File: config.mk
export PLATFORM = sky130hd
export DESIGN_NAME = int_sequencer
export DESIGN_NICKNAME = d
export VERILOG_FILES = /design/src/rtl/int_sequencer.sv
export SDC_FILE = /design/constraint.sdc
export NUM_CORES = 1
export LEC_CHECK = 0
export BUFFER_PORTS_ARGS = -buffer_cell sky130_fd_sc_hd__buf_2
export CAP_MARGIN = 10
export CORE_MARGIN = 1.5
export CORE_UTILIZATION = 23
export DETAILED_ROUTE_END_ITERATION = 16
export SYNTH_ARGS = -nofsm -noshare
export SYNTH_HDL_FRONTEND = slang
export SYNTH_SLANG_ARGS = --single-unit
File: constraint.sdc
create_clock -name clk -period 1.55 [get_ports clk]
set_input_delay 0.155 -clock clk [delete_from_list [all_inputs] [get_ports clk]]
set_output_delay 0.155 -clock clk [all_outputs]
set_load 0.1 [all_outputs]
File: src/rtl/int_sequencer.sv
// Interrupt entry / return-from-interrupt sequencer in front of the fetch stage.
// It drains the pipe, pushes the PC and then the flags, and steers fetch to the vector or return PC.
module int_sequencer #(
   parameter int unsigned PC_W         = 32,
   parameter int unsigned DRAIN_CYCLES = 3
) (
   input  logic            clk,
   input  logic            rst,
   input  logic            i_int_req,
   input  logic [2:0]      i_int_index,
   input  logic            i_stall,
   input  logic            i_branch_pending,
   input  logic            i_rti,
   input  logic [PC_W-1:0] i_pc,
   input  logic [3:0]      i_flags,
   input  logic [PC_W-1:0] i_pop_data,
   output logic            o_fetch_en,
   output logic            o_flush,
   output logic            o_push_valid,
   output logic [PC_W-1:0] o_push_data,
   output logic            o_push_en32,
   output logic            o_pop_valid,
   output logic            o_pop_en32,
   output logic [1:0]      o_pc_select,
   output logic [2:0]      o_ivt_index,
   output logic [PC_W-1:0] o_ret_pc,
   output logic [3:0]      o_flags_restore,
   output logic            o_flags_restore_valid,
   output logic            o_int_ack,
   output logic            o_busy
);

   typedef enum logic [3:0] {
      StIdle, StDrain, StPushPc, StPushFlags, StVector,
      StRtiFlags, StRtiFwait, StRtiPc, StRtiPwait
   } stateT;

   stateT           stateQ, stateD;
   logic            reqQ;
   logic            pendingQ, pendingD;
   logic [2:0]      indexQ, indexD;
   logic [3:0]      cntQ, cntD;
   logic [PC_W-1:0] savedPcQ, savedPcD;
   logic [3:0]      savedFlagsQ, savedFlagsD;

   logic intEdge;
   logic inEntry;
   logic startInt;

   assign intEdge  = i_int_req & ~reqQ;
   assign inEntry  = (stateQ == StDrain) || (stateQ == StPushPc) ||
                     (stateQ == StPushFlags) || (stateQ == StVector);
   assign startInt = (stateQ == StIdle) & pendingQ & ~i_stall & ~i_branch_pending;

   always_ff @(posedge clk or negedge rst) begin
      if (!rst) begin
         stateQ      <= StIdle;
         reqQ        <= 1'b0;
         pendingQ    <= 1'b0;
         indexQ      <= 3'd0;
         cntQ        <= 4'd0;
         savedPcQ    <= '0;
         savedFlagsQ <= 4'd0;
      end else begin
         stateQ      <= stateD;
         reqQ        <= i_int_req;
         pendingQ    <= pendingD;
         indexQ      <= indexD;
         cntQ        <= cntD;
         savedPcQ    <= savedPcD;
         savedFlagsQ <= savedFlagsD;
      end
   end

   always_comb begin
      stateD = stateQ;
      unique case (stateQ)
         StIdle: begin
            // A pending interrupt wins over a simultaneous RTI; the flushed RTI refetches.
            if (startInt)   stateD = StDrain;
            else if (i_rti) stateD = StRtiFlags;
         end
         StDrain:     if (cntQ <= 4'd1) stateD = StPushPc;
         StPushPc:    stateD = StPushFlags;
         StPushFlags: stateD = StVector;
         StVector:    stateD = StIdle;
         StRtiFlags:  stateD = StRtiFwait;
         StRtiFwait:  stateD = StRtiPc;
         StRtiPc:     stateD = StRtiPwait;
         StRtiPwait:  stateD = StIdle;
         default:     stateD = StIdle;
      endcase
   end

   always_comb begin
      pendingD    = pendingQ;
      indexD      = indexQ;
      cntD        = cntQ;
      savedPcD    = savedPcQ;
      savedFlagsD = savedFlagsQ;
      if (stateQ == StVector) begin
         pendingD = 1'b0;
      end else if (intEdge && !pendingQ && !inEntry) begin
         pendingD = 1'b1;
         indexD   = i_int_index;
      end
      if (startInt) begin
         cntD        = 4'(DRAIN_CYCLES);
         savedPcD    = i_pc;
         savedFlagsD = i_flags;
      end else if (stateQ == StDrain) begin
         cntD = cntQ - 4'd1;
      end
   end

   always_comb begin
      o_fetch_en            = 1'b0;
      o_flush               = 1'b0;
      o_push_valid          = 1'b0;
      o_push_data           = '0;
      o_push_en32           = 1'b0;
      o_pop_valid           = 1'b0;
      o_pop_en32            = 1'b0;
      o_pc_select           = 2'b00;
      o_ivt_index           = 3'd0;
      o_ret_pc              = '0;
      o_flags_restore       = 4'd0;
      o_flags_restore_valid = 1'b0;
      o_int_ack             = 1'b0;
      unique case (stateQ)
         StIdle: begin
            o_fetch_en = ~startInt;
            o_flush    = startInt | i_rti;
         end
         StPushPc: begin
            o_push_valid = 1'b1;
            o_push_en32  = 1'b1;
            o_push_data  = savedPcQ;
         end
         StPushFlags: begin
            o_push_valid = 1'b1;
            o_push_data  = {{(PC_W-4){1'b0}}, savedFlagsQ};
         end
         StVector: begin
            o_pc_select = 2'b01;
            o_ivt_index = indexQ;
            o_int_ack   = 1'b1;
            o_fetch_en  = 1'b1;
         end
         StRtiFlags: o_pop_valid = 1'b1;
         StRtiFwait: begin
            o_flags_restore       = i_pop_data[3:0];
            o_flags_restore_valid = 1'b1;
         end
         StRtiPc: begin
            o_pop_valid = 1'b1;
            o_pop_en32  = 1'b1;
         end
         StRtiPwait: begin
            o_ret_pc    = i_pop_data;
            o_pc_select = 2'b10;
            o_fetch_en  = 1'b1;
         end
         default: ;
      endcase
   end

   assign o_busy = (stateQ != StIdle) | pendingQ;

endmodule

==> metrics.log, run 1 <==
[metrics] DRT Wirelength: ~9000 um
[metrics] number of endpoints with negative hold slack in the final report: 0
[metrics] number of antenna cells inserted: 0
[metrics] post-synthesis sequential element count: 49
[metrics] sequence of cells on the critical path: buf_6, inv_4, nand2_4, nor3_4, buf_12, clkbuf_16, and2_4, buf_12
[metrics] clock-pin slew reported for the worst setup and hold paths after clock tree synthesis: roughly 60 ps
[metrics] Worst Setup Path Type: register to output pin
[metrics] area share of the largest cell type after synthesis: between 40% and 50%
[metrics] reg2reg start: stateQ[1]$_DFFE_PN0P_
[metrics] main area contributors after synthesis: sky130_fd_sc_hd__dfrtp_1, sky130_fd_sc_hd__and2_1, sky130_fd_sc_hd__mux2_2
[metrics] R2R Setup Slk: -150 ps
[metrics] Worst Reg-to-Reg Cells: 6
[metrics] delay contributed by the slowest stage of the critical path: just over 400 ps
[metrics] Rows: 38
[metrics] kind of start point of the critical path: register
[metrics] average wire per standard cell: about 15 um
[metrics] Worst Slack Setup Final: -320 ps
[metrics] die outline width: approximately 110 um
[metrics] endpoint class of the critical path: output pin
[metrics] Most Frequent Cell on Critical Path: sky130_fd_sc_hd__buf_12
[metrics] Critical Path Slowest Stage Cell: sky130_fd_sc_hd__dfrtp_1
[metrics] Worst Skew: around 2.8 ps
[metrics] Die Y: 110 um
[metrics] via count of the routed design: roughly 2600
[metrics] overflow left after global routing: 0
[metrics] CTS Buffer Depth: 2
[metrics] Clock Tree Root: sky130_fd_sc_hd__clkbuf_16
[metrics] area of the core region: ~11000 um^2
[metrics] DRT iter0 DRCs: 76
[metrics] average vias per placed instance: between 4 and 5
[metrics] share of post-route cells with drive strength above 1: between 80% and 90%
[metrics] result of the run: finished, violations left
[metrics] GRT Max-Usage Layer: met2
[metrics] DP Cell Count: 550
[metrics] Period minus WS final: between 1500 and 2000 ps
[metrics] Worst setup startpoint: stateQ[0]$_DFFE_PN0P_
[metrics] 1st-pass router iterations: 4
[metrics] areal power density over the cells: 1830 nW/um^2
[metrics] violated checks: setup timing
[metrics] Area growth syn-to-layout: 129%
[metrics] insertion delay to the later sink of the worst-skew pair: roughly 280 ps
[metrics] worst-case vdd ir drop: 950 uV
[metrics] total CTS buffers: 5
[metrics] number of distinct library cells after synthesis: 38
[metrics] Mean Syn Cell Area: roughly 11 um^2
[metrics] M3 GR Usage: under 10%
[metrics] Synth Net Count: around 320
[metrics] largest driver fanout on the critical path: 7
[metrics] setup repair after global routing missed its margin: true
[metrics] largest net degree at the start of global routing: 32
[metrics] Final Net Count: around 530
[metrics] final period utilization: 121%
[metrics] clock sink count: 49
[metrics] f_max: roughly 0.53 GHz
[metrics] Detail Route Antenna Nets: 0
[metrics] met2 routing resource usage after global routing: 25.6%
[metrics] start point of the worst hold path: i_pc[11]
[metrics] number of enable-type register cells in the synthesized netlist: 0
[metrics] global-route track usage on met1: 15.9%
[metrics] final cell count without fillers: around 590
[metrics] Ports: ~160
[metrics] leakage power figure: approximately 0.0028 uW
[metrics] number of H-tree branching levels: 2
[metrics] Synth Warn #: 0
[metrics] Worst-Margin Slew: around 480 ps
[metrics] crit path DAT: 1710 ps
[metrics] leading register cell type out of synthesis: sky130_fd_sc_hd__dfrtp_1
[metrics] Gate Count Post-Synth: 239
[metrics] max-slew violation count: 0
[metrics] worst setup path end: o_push_data[15]
[metrics] max-cap viol count: 0
[metrics] Critical R2R Capture: savedFlagsQ[0]$_DFFE_PN0P_
[metrics] Post-Synthesis Cell Area: roughly 2600 um^2
[metrics] total of endpoints with negative setup slack in the final report: around 120
[metrics] global routing usage summed across all routing layers: approximately 14%
[metrics] Routability Congestion: roughly 0.76
[metrics] number of remaining DRC errors: 0
[metrics] Initial Utilization: around a quarter
[metrics] Critical Path RT: roughly 1400 ps
[metrics] die footprint: 12100 um^2
[metrics] vias in the first global route: 2627
[metrics] half-perimeter wire length of the detailed placement result: roughly 6400 um
[metrics] I/O Buffers: about 160
[metrics] max_slew headroom: between 60% and 70%
[metrics] share of synthesized registers carrying an async set or reset: 100%
[metrics] largest area contributor in the netlist: sky130_fd_sc_hd__dfrtp_1
[metrics] final total power: 11100 uW
[metrics] proportion of synthesized chip area in sequential cells: roughly 46%
[metrics] count of fill cells added during filler insertion: about 900
[metrics] initial antenna violation count: 0
[metrics] first-pass GRT wire length: 12900 um
[metrics] path class of the lowest-slack min-delay path: primary input to register
[metrics] clock tree from TritonCTS: built
==> sequential cells by signal (all words and copies together), names as in the netlist <==
| signal | count |
|---|---|
| savedFlagsQ | 4 |
| reqQ | 1 |
| stateQ | 4 |
| cntQ | 4 |
| pendingQ | 1 |
| savedPcQ | 32 |
| indexQ | 3 |
==> worst max-delay path: cells and delay by family, from the launching register on <==
| family | cells | cell delay, ps |
|---|---|---|
| buffers and inverters | 5 | 670 |
| flip-flops | 1 | 410 |
| AND/OR/NAND/NOR | 3 | 340 |
==> cell usage in the layout (no fill, tap or decap), types with 6 or more instances in the layout <==
master                      instances
sky130_fd_sc_hd__a21oi_1            6
sky130_fd_sc_hd__and2_4            67
sky130_fd_sc_hd__buf_12            88
sky130_fd_sc_hd__buf_2             76
sky130_fd_sc_hd__buf_4             19
sky130_fd_sc_hd__buf_6             21
sky130_fd_sc_hd__clkbuf_16          9
sky130_fd_sc_hd__dfrtp_1           48
sky130_fd_sc_hd__mux2_2            34
sky130_fd_sc_hd__nor2_4             9
==> routing by layer <==
metal	wire [um]	vias up
met5	0	-
met4	36	0
met3	743	5
met2	4840	105
met1	3360	1251
li1	-	1227
==> through the flow <==
step                      TNS [ps]  cell area (um^2)  utilization (%)  hold WS (ps)  setup WS (ps)
after floorplan             -11990              2960                -          -141           -415
after global placement       -49.7              5280             47.8           135          -16.9
after detailed placement      -333              5280             47.8           143          -60.9
after CTS                   -26810              5820             52.8          96.3           -300
after global routing        -31800              6060             54.9          96.3           -372
final                       -24710              6060             54.9           101           -320
==> synth_stat cells, types with 2 or more instances <==
cell,n
sky130_fd_sc_hd__a21oi_1,7
sky130_fd_sc_hd__and2_1,67
sky130_fd_sc_hd__and3_1,2
sky130_fd_sc_hd__buf_6,4
sky130_fd_sc_hd__clkbuf_1,8
sky130_fd_sc_hd__dfrtp_1,49
sky130_fd_sc_hd__ha_1,2
sky130_fd_sc_hd__inv_1,7
sky130_fd_sc_hd__mux2_2,34
sky130_fd_sc_hd__mux2_4,5
sky130_fd_sc_hd__mux2i_1,4
sky130_fd_sc_hd__nand2_1,6
sky130_fd_sc_hd__nand3_1,2
sky130_fd_sc_hd__nor2_1,9
sky130_fd_sc_hd__nor2_2,2
sky130_fd_sc_hd__nor3_1,7
sky130_fd_sc_hd__o21ai_0,2
sky130_fd_sc_hd__o31ai_1,2
==> worst min-delay path by stage <==
| stage | endpoint | slack (ps) | cells after the start |
|---|---|---|---|
| after floorplan | cntQ[0]$_DFFE_PN0P_ | -140 | 0 |
| final | savedPcQ[11]$_DFFE_PN0P_ | 100 | 2 |
| after CTS | savedPcQ[11]$_DFFE_PN0P_ | 100 | 2 |
| after global placement | savedPcQ[26]$_DFFE_PN0P_ | 130 | 1 |
| after detailed placement | savedPcQ[24]$_DFFE_PN0P_ | 140 | 1 |
| after global routing | savedPcQ[26]$_DFFE_PN0P_ | 100 | 2 |
==> cells by family (layout without fill, tap and decap cells) <==
group                      after synthesis  in the layout  share of synthesized area, %
and+or+nand+nor                        106            106                          25.0
DFF                                     49             49                          46.4
muxes                                   43             43                          18.8
buffers and inverters                   21            231                          4.31
AOI/OAI and AO/OA                       17             17                          4.17
adders and majority gates                2              2                         0.947
xor gates and xnor gates                 1              1                         0.331
==> where the power goes <==
part | switching (uW) | leakage (uW) | internal, uW
registers | 406 | 0.000600 | 1900
logic | 4120 | 0.00210 | 3440
clock network | 452 | 0.0000841 | 806
==> layout make-up <==
class / instances / area (um^2) / share of cell area [%]
Sequential cell: 49 / 1230 / 20.3
Multi-Input combinational cell: 169 / 1680 / 27.8
Tap cell: 140 / 175 / 2.89
Clock inverter: 1 / 30.0 / 0.495
Timing Repair Buffer: 216 / 2770 / 45.7
Clock buffer: 7 / 143 / 2.35
Inverter: 7 / 32.5 / 0.537
==> timing repair <==
item / CTS / global route
gates cloned: 4 / 5
setup endpoints to repair: 94 / 124
buffers inserted: 14 / 14
pin swaps: 14 / 33
hold endpoints to repair: 19 / 0
gates resized for setup: 44 / 26
hold buffers: 2 / 0
Power figures use the tool's default switching activity.
==> inputs of run 2 (changes only) <==
- CORE_MARGIN: 1.5 -> 10
- REMOVE_ABC_BUFFERS: unset -> 1
==> metrics.log, run 2 (synthesized netlist as in run 1, its figures left out) <==
[metrics] number of buffers and inverters on the critical path: 4 (-1)
[metrics] share of post-route cells with drive strength above 1: 77.8% (-3.5 points)
[metrics] Worst Reg-to-Reg Cells: 7 (+1)
[metrics] worst-case vdd ir drop: 928 uV (-2.3%)
[metrics] clock sink count: 49 (unchanged)
[metrics] total of endpoints with negative setup slack in the final report: 120 (-1.6%)
[metrics] CTS Buffer Depth: 2 (unchanged)
[metrics] number of flip-flops under the largest register name: 32 (unchanged)
[metrics] delay contributed by the slowest stage of the critical path: 420 ps (about the same)
[metrics] Worst Setup Path Type: register to output pin
[metrics] DRT Wirelength: 10500 um (+17%)
[metrics] path class of the lowest-slack min-delay path: primary input to register
[metrics] Cell Area, Placed: 4950 um^2 (-6.2%)
[metrics] most frequent cells in the layout: sky130_fd_sc_hd__buf_12, sky130_fd_sc_hd__buf_2, sky130_fd_sc_hd__and2_4
[metrics] number of H-tree branching levels: 2 (unchanged)
[metrics] max_slew headroom: 66.0% (-1.8 points)
[metrics] number of cells on the critical path: 7 (-1)
[metrics] Util after Layout: 51.1% (-3.8 points)
[metrics] Hold Path Depth: 2 (unchanged)
[metrics] Clock Tree Root: sky130_fd_sc_hd__clkbuf_16
[metrics] areal power density over the cells: 1820 nW/um^2 (-0.78%)
[metrics] half-perimeter wire length of the detailed placement result: 7520 um (+18%)
[metrics] commonest non-fill, non-tap cell in the layout: sky130_fd_sc_hd__buf_12
[metrics] largest net degree at the start of global routing: 50 (+56%)
[metrics] number of remaining DRC errors: 0 (unchanged)
[metrics] Worst Skew: 6.57 ps (+3.82 ps)
[metrics] Most Frequent Cell on Critical Path: sky130_fd_sc_hd__buf_6
[metrics] initial antenna violation count: 0 (unchanged)
[metrics] endpoint class of the critical path: output pin
[metrics] Critical Path Slowest Stage Cell: sky130_fd_sc_hd__dfrtp_1
[metrics] I/O Buffers: 158 (unchanged)
[metrics] setup repair after global routing missed its margin: true
[metrics] max-slew violation count: 0 (unchanged)
[metrics] clock tree from TritonCTS: built
[metrics] via count of the routed design: 2572 (-0.62%)
[metrics] Worst Slack Setup Final: -363 ps (-43.0 ps)
[metrics] Area growth syn-to-layout: 119%
[metrics] number of endpoints with negative hold slack in the final report: 0 (unchanged)
[metrics] Detail Route Antenna Nets: 0 (unchanged)
[metrics] Top reg by flops: savedPcQ
[metrics] sequence of cells on the critical path: inv_2, nand2_4, nor3_4, buf_6, buf_6, and2_4, buf_12
[metrics] violated checks: setup timing
[metrics] final period utilization: 123% (+2.8 points)
[metrics] Sum Neg Setup Slack: -33250 ps (-8540 ps)
[metrics] crit path DAT: 1760 ps (+50 ps)
[metrics] total CTS buffers: 5 (unchanged)
[metrics] die footprint: 16200 um^2 (+33%)
[metrics] Initial Utilization: 23.3% (-0.61 points)
[metrics] Critical Path RT: 1390 ps (about the same)
[metrics] die outline width: 127 um (+15%)
[metrics] first-pass GRT wire length: 15800 um (+23%)
[metrics] 1st-pass router iterations: 4 (unchanged)
[metrics] Period minus WS final: 1910 ps (+43.0 ps)
[metrics] DRT iter0 DRCs: 40 (-47%)
[metrics] average vias per placed instance: 4.43 (+0.92%)
[metrics] number of antenna cells inserted: 0 (unchanged)
[metrics] Routability Congestion: 0.835 (+10%)
[metrics] Final Net Count: 515 (-2.3%)
[metrics] area of the core region: 11300 um^2 (+2.6%)
[metrics] count of fill cells added during filler insertion: 978 (+8.2%)
[metrics] leakage power figure: 0.00266 uW (-4.2%)
[metrics] max-cap viol count: 0 (unchanged)
[metrics] insertion delay to the later sink of the worst-skew pair: 280 ps (about the same)
[metrics] global routing usage summed across all routing layers: 11.9% (-1.8 points)
[metrics] kind of start point of the critical path: register
[metrics] post-route cell area: 5790 um^2 (-4.5%)
[metrics] Ports: 159 (unchanged)
[metrics] largest driver fanout on the critical path: 6 (-1)
[metrics] Worst-Margin Slew: 510 ps (+26.8 ps)
[metrics] Setup WS pre-CTS: -137 ps (-75.9 ps)
[metrics] result of the run: finished, violations left
[metrics] f_max: 0.523 GHz (-2.2%)
[metrics] overflow left after global routing: 0 (unchanged)
[metrics] clock-pin slew reported for the worst setup and hold paths after clock tree synthesis: 60 ps (about the same)
[metrics] vias in the first global route: 2840 (+8.1%)
[metrics] Die Y: 127 um (+15%)
[metrics] Rows: 39 (+2.6%)
[metrics] average wire per standard cell: 18.1 um (+18%)
[metrics] top cell family by delay on the critical path: buffers and inverters
-- run 2: cell types whose count changed in the layout (fill, tap and decap cells not counted), moves of 2 or more --
cell / delta
sky130_fd_sc_hd__and2_1: +5
sky130_fd_sc_hd__and2_4: -5
sky130_fd_sc_hd__buf_12: -2
sky130_fd_sc_hd__buf_4: -3
sky130_fd_sc_hd__buf_6: -4
sky130_fd_sc_hd__clkbuf_1: +2
sky130_fd_sc_hd__clkbuf_16: -2
sky130_fd_sc_hd__nand2_1: +2
-- run 2: routing by layer --
layer	GRT usage (%)	part of all wire (%)	wire length (um)	up-vias
li1	-	-	-	1190
met1	12.9	37	3850	1234
met2	20.0	49	5110	138
met3	6.95	13	1410	10
met4	2.21	1.1	116	0
met5	0	0	0	-
-- run 2: worst paths after layout --
check | start | endpoint | slack [ps]
min in group asynchronous | rst | savedPcQ[31]$_DFFE_PN0P_ | 380
worst min-delay path | i_pc[21] | savedPcQ[21]$_DFFE_PN0P_ | 100
worst max register to register | stateQ[0]$_DFFE_PN0P_ | savedPcQ[30]$_DFFE_PN0P_ | -280
max in group asynchronous | rst | stateQ[1]$_DFFE_PN0P_ | 940
worst max-delay path | stateQ[0]$_DFFE_PN0P_ | o_push_data[18] | -360
worst min register to register | savedPcQ[11]$_DFFE_PN0P_ | savedPcQ[11]$_DFFE_PN0P_ | 510
-- run 2: area by class of cell --
cell class                      count  area (um^2)  area share [%]
Sequential cell                    49         1230            21.2
Multi-Input combinational cell    169         1630            28.2
Inverter                            7         28.8           0.497
Tap cell                          143          179            3.09
Timing Repair Buffer              204         2580            44.6
Clock buffer                        8          136            2.36
-- run 2: worst register-to-register path, stage by stage (launching register included) --
cell	delay, ps
sky130_fd_sc_hd__dfrtp_1	420
sky130_fd_sc_hd__buf_6	140
sky130_fd_sc_hd__or2_4	260
sky130_fd_sc_hd__nor3_4	160
sky130_fd_sc_hd__buf_6	140
sky130_fd_sc_hd__nand2_8	100
sky130_fd_sc_hd__buf_12	200
sky130_fd_sc_hd__mux2_4	290
-- run 2: per-stage QoR --
stage | cells | power [uW] | hold WS (ps)
2_1_floorplan | 225 | 5900 | -141
3_3_place_gp | 548 | 8040 | 167
3_5_place_dp | 548 | 8190 | 168
4_1_cts | 574 | 10100 | 93.3
5_1_grt | 580 | 11100 | 84.4
6_report | 580 | 10500 | 101
-- run 2: report_power, final --
group,internal (uW),switching [uW]
sequential,1900,411
combinational,3160,4030
clock,601,443
-- run 2: what timing repair did --
action / CTS / global route
endpoints found under the hold margin: 50 / 0
cloned: 4 / 3
setup endpoints to repair: 122 / 126
hold buffers: 2 / 0
buffers inserted: 12 / 5
resized for setup: 98 / 43
pin swaps: 9 / 20
==> inputs of run 3 (changes only) <==
--- a/config.mk
+++ b/config.mk
@@ -11,4 +11,5 @@
 export CORE_UTILIZATION = 23
 export DETAILED_ROUTE_END_ITERATION = 16
+export MAX_ROUTING_LAYER = met4
 export REMOVE_ABC_BUFFERS = 1
 export SYNTH_ARGS = -nofsm -noshare
==> constraint.sdc (replaced) <==
create_clock -name clk -period 1.55 [get_ports clk]
set_input_delay 0 -clock clk [delete_from_list [all_inputs] [get_ports clk]]
set_output_delay 0 -clock clk [all_outputs]
set_load 0.1 [all_outputs]
==> metrics.log, run 3 (synthesized netlist as in run 1, its figures left out) <==
[metrics] result of the run: finished, violations left
[metrics] violated checks: setup timing
[metrics] commonest non-fill, non-tap cell in the layout: sky130_fd_sc_hd__buf_12
[metrics] final period utilization: 111% (-12 points)
[metrics] number of flip-flops under the largest register name: 32 (unchanged)
[metrics] Worst Skew: 6.89 ps (+0.320 ps)
[metrics] Worst Hold Path EP: stateQ[0]$_DFFE_PN0P_
[metrics] number of H-tree branching levels: 2 (unchanged)
[metrics] reg2reg start: stateQ[3]$_DFFE_PN0P_
[metrics] largest net degree at the start of global routing: 27 (-46%)
[metrics] Rows: 39 (unchanged)
[metrics] Initial Utilization: 23.3% (unchanged)
[metrics] 1st-pass router iterations: 4 (unchanged)
[metrics] die footprint: 16200 um^2 (unchanged)
[metrics] number of remaining DRC errors: 0 (unchanged)
[metrics] total of endpoints with negative setup slack in the final report: 115 (-4.2%)
[metrics] switching fraction of total power: 45.1% (-1.2 points)
[metrics] R2R Setup Slk: -150 ps (+130 ps)
[metrics] Routability Congestion: 0.835 (about the same)
[metrics] first-pass GRT wire length: 17300 um (+9.7%)
[metrics] Worst Slack Setup Final: -178 ps (+185 ps)
[metrics] post-route cell area: 6240 um^2 (+7.8%)
[metrics] worst-case vdd ir drop: 892 uV (-3.9%)
[metrics] clock tree from TritonCTS: built
[metrics] clock network fraction of design power: 11.9% (+2.0 points)
[metrics] P_sw: 4860 uW (-0.44%)
[metrics] area of the core region: 11300 um^2 (unchanged)
[metrics] max_slew headroom: 60.5% (-5.5 points)
[metrics] Clock Tree Root: sky130_fd_sc_hd__clkbuf_16
[metrics] Worst setup startpoint: stateQ[0]$_DFFE_PN0P_
[metrics] Worst-Margin Slew: 592 ps (+82.5 ps)
[metrics] Die Y: 127 um (unchanged)
[metrics] die outline width: 127 um (unchanged)
[metrics] sequential cell fraction of total power: 21.0% (-0.9 points)
[metrics] Detail Route Antenna Nets: 0 (unchanged)
[metrics] Top reg by flops: savedPcQ
[metrics] insertion delay to the later sink of the worst-skew pair: 290 ps (about the same)
[metrics] Sum Neg Setup Slack: -14470 ps (+18780 ps)
[metrics] f_max: 0.579 GHz (+11%)
[metrics] endpoint class of the critical path: output pin
[metrics] global routing usage summed across all routing layers: 13.6% (+1.7 points)
[metrics] count of fill cells added during filler insertion: 927 (-5.2%)
[metrics] DP Cell Count: 546 (-0.36%)
[metrics] DRT iter0 DRCs: 33 (-18%)
[metrics] clock-pin slew reported for the worst setup and hold paths after clock tree synthesis: 60 ps (about the same)
[metrics] average wire per standard cell: 18.0 um (-0.36%)
[metrics] Ports: 159 (unchanged)
[metrics] total CTS buffers: 5 (unchanged)
[metrics] initial antenna violation count: 0 (unchanged)
[metrics] overflow left after global routing: 0 (unchanged)
[metrics] Cell Area, Placed: 4950 um^2 (about the same)
[metrics] number of antenna cells inserted: 0 (unchanged)
[metrics] Most Frequent Cell on Critical Path: sky130_fd_sc_hd__buf_12
[metrics] max-cap viol count: 0 (unchanged)
[metrics] crit path DAT: 1730 ps (-30 ps)
[metrics] Hold Path Depth: 3 (+1)
[metrics] CTS Buffer Depth: 2 (unchanged)
[metrics] Critical R2R Capture: savedPcQ[1]$_DFFE_PN0P_
[metrics] kind of start point of the critical path: register
[metrics] Worst Reg-to-Reg Cells: 7 (unchanged)
[metrics] Critical Path Slowest Stage Cell: sky130_fd_sc_hd__dfrtp_1
[metrics] path class of the lowest-slack min-delay path: primary input to register
[metrics] areal power density over the cells: 1720 nW/um^2 (-5.3%)
[metrics] area used by multi-input combinational logic: 1590 um^2 (-2.8%)
[metrics] number of endpoints with negative hold slack in the final report: 0 (unchanged)
[metrics] largest driver fanout on the critical path: 7 (+1)
[metrics] vias in the first global route: 3183 (+12%)
[metrics] delay contributed by the slowest stage of the critical path: 410 ps (about the same)
[metrics] half-perimeter wire length of the detailed placement result: 7600 um (+1.0%)
[metrics] DRT Wirelength: 11200 um (+6.7%)
[metrics] via count of the routed design: 2751 (+7.0%)
[metrics] final total power: 10800 uW (+2.1%)
[metrics] Worst Setup Path Type: register to output pin
[metrics] max-slew violation count: 0 (unchanged)
[metrics] Final Net Count: 556 (+8.0%)
[metrics] Area growth syn-to-layout: 136%
[metrics] share of post-route cells with drive strength above 1: 71.8% (-6.0 points)
[metrics] Util after Layout: 55.1% (+4.0 points)
[metrics] final cell count without fillers: 621 (+7.1%)
[metrics] clock sink count: 49 (unchanged)
[metrics] Period minus WS final: 1730 ps (-185 ps)
[metrics] average vias per placed instance: 4.43 (-0.10%)
[metrics] most frequent cells in the layout: sky130_fd_sc_hd__buf_12, sky130_fd_sc_hd__buf_2, sky130_fd_sc_hd__and2_4
[metrics] top cell family by delay on the critical path: buffers and inverters
[metrics] Critical Path RT: 1550 ps (+160 ps)
[metrics] sequence of cells on the critical path: buf_6, inv_4, nand2_4, nor3_4, buf_12, clkbuf_16, and2_4, buf_12
[metrics] leakage power figure: 0.00287 uW (+7.8%)
[metrics] setup repair after global routing missed its margin: true
[metrics] number of buffers and inverters on the critical path: 5 (+1)
[metrics] I/O Buffers: 158 (unchanged)
[metrics] Internal: 5900 uW (+4.4%)
[metrics] start point of the worst hold path: i_rti
[metrics] part of the total power dissipated in combinational logic: 67.1% (-1.1 points)
[metrics] area taken by flip-flops and latches: 1230 um^2 (unchanged)
==> run 3: how the worst max path moves through the flow <==
stage / end / slack [ps] / cells after the start
2_1_floorplan: o_push_data[10] / -3170 / 4
3_3_place_gp: savedFlagsQ[0]$_DFFE_PN0P_ / 10 / 5
3_5_place_dp: indexQ[2]$_DFFE_PN0P_ / -20 / 4
4_1_cts: o_push_data[22] / -220 / 8
5_1_grt: o_push_data[8] / -240 / 8
6_report: o_push_data[8] / -180 / 8
==> run 3: power groups by stage <==
stage | logic (uW) | clock network (uW) | registers, uW
global route | 7570 | 1360 | 2330
finish | 7220 | 1280 | 2260
detailed placement | 5960 | 0 | 2250
CTS | 6910 | 1320 | 2240
global placement | 5870 | 0 | 2200
floorplan | 3670 | 0 | 2230
==> run 3: metrics by stage <==
step                hold WS (ps)  setup WS, ps
floorplan                   -296         -3170
global placement            41.4          12.4
detailed placement          33.2         -21.8
CTS                         91.8          -223
global route                95.7          -240
finish                      98.3          -178
==> run 3: final cells by class <==
cell class	instances	share of cell area [%]
Clock buffer	6	2.23
Clock inverter	2	0.601
Inverter	7	0.461
Multi-Input combinational cell	169	25.4
Sequential cell	49	19.6
Tap cell	143	2.87
Timing Repair Buffer	245	48.8
==> run 3: worst reg2reg max path, delay by kind of cell, from the launching register on <==
kind,cells,cell delay [ps]
mux,1,270
simple gates,2,300
buf+inv,4,600
flops,1,400
==> run 3: per-layer routing <==
metal | part of all wire (%) | vias to the layer above | track usage, %
met3 | 11 | 6 | 6.37
met1 | 36 | 1325 | 13.4
met2 | 52 | 143 | 24.5
li1 | - | 1277 | -
met4 | 0.65 | 0 | 2.28
met5 | 0 | - | -
==> run 3: timing repair <==
action | in CTS | in global routing
endpoints found under the setup margin | 103 | 126
buffers inserted | 18 | 7
hold endpoints to repair | 63 | 0
pin swaps | 24 | 40
cloned | 6 | 3
hold buffers | 41 | 0
resized for setup | 94 | 38
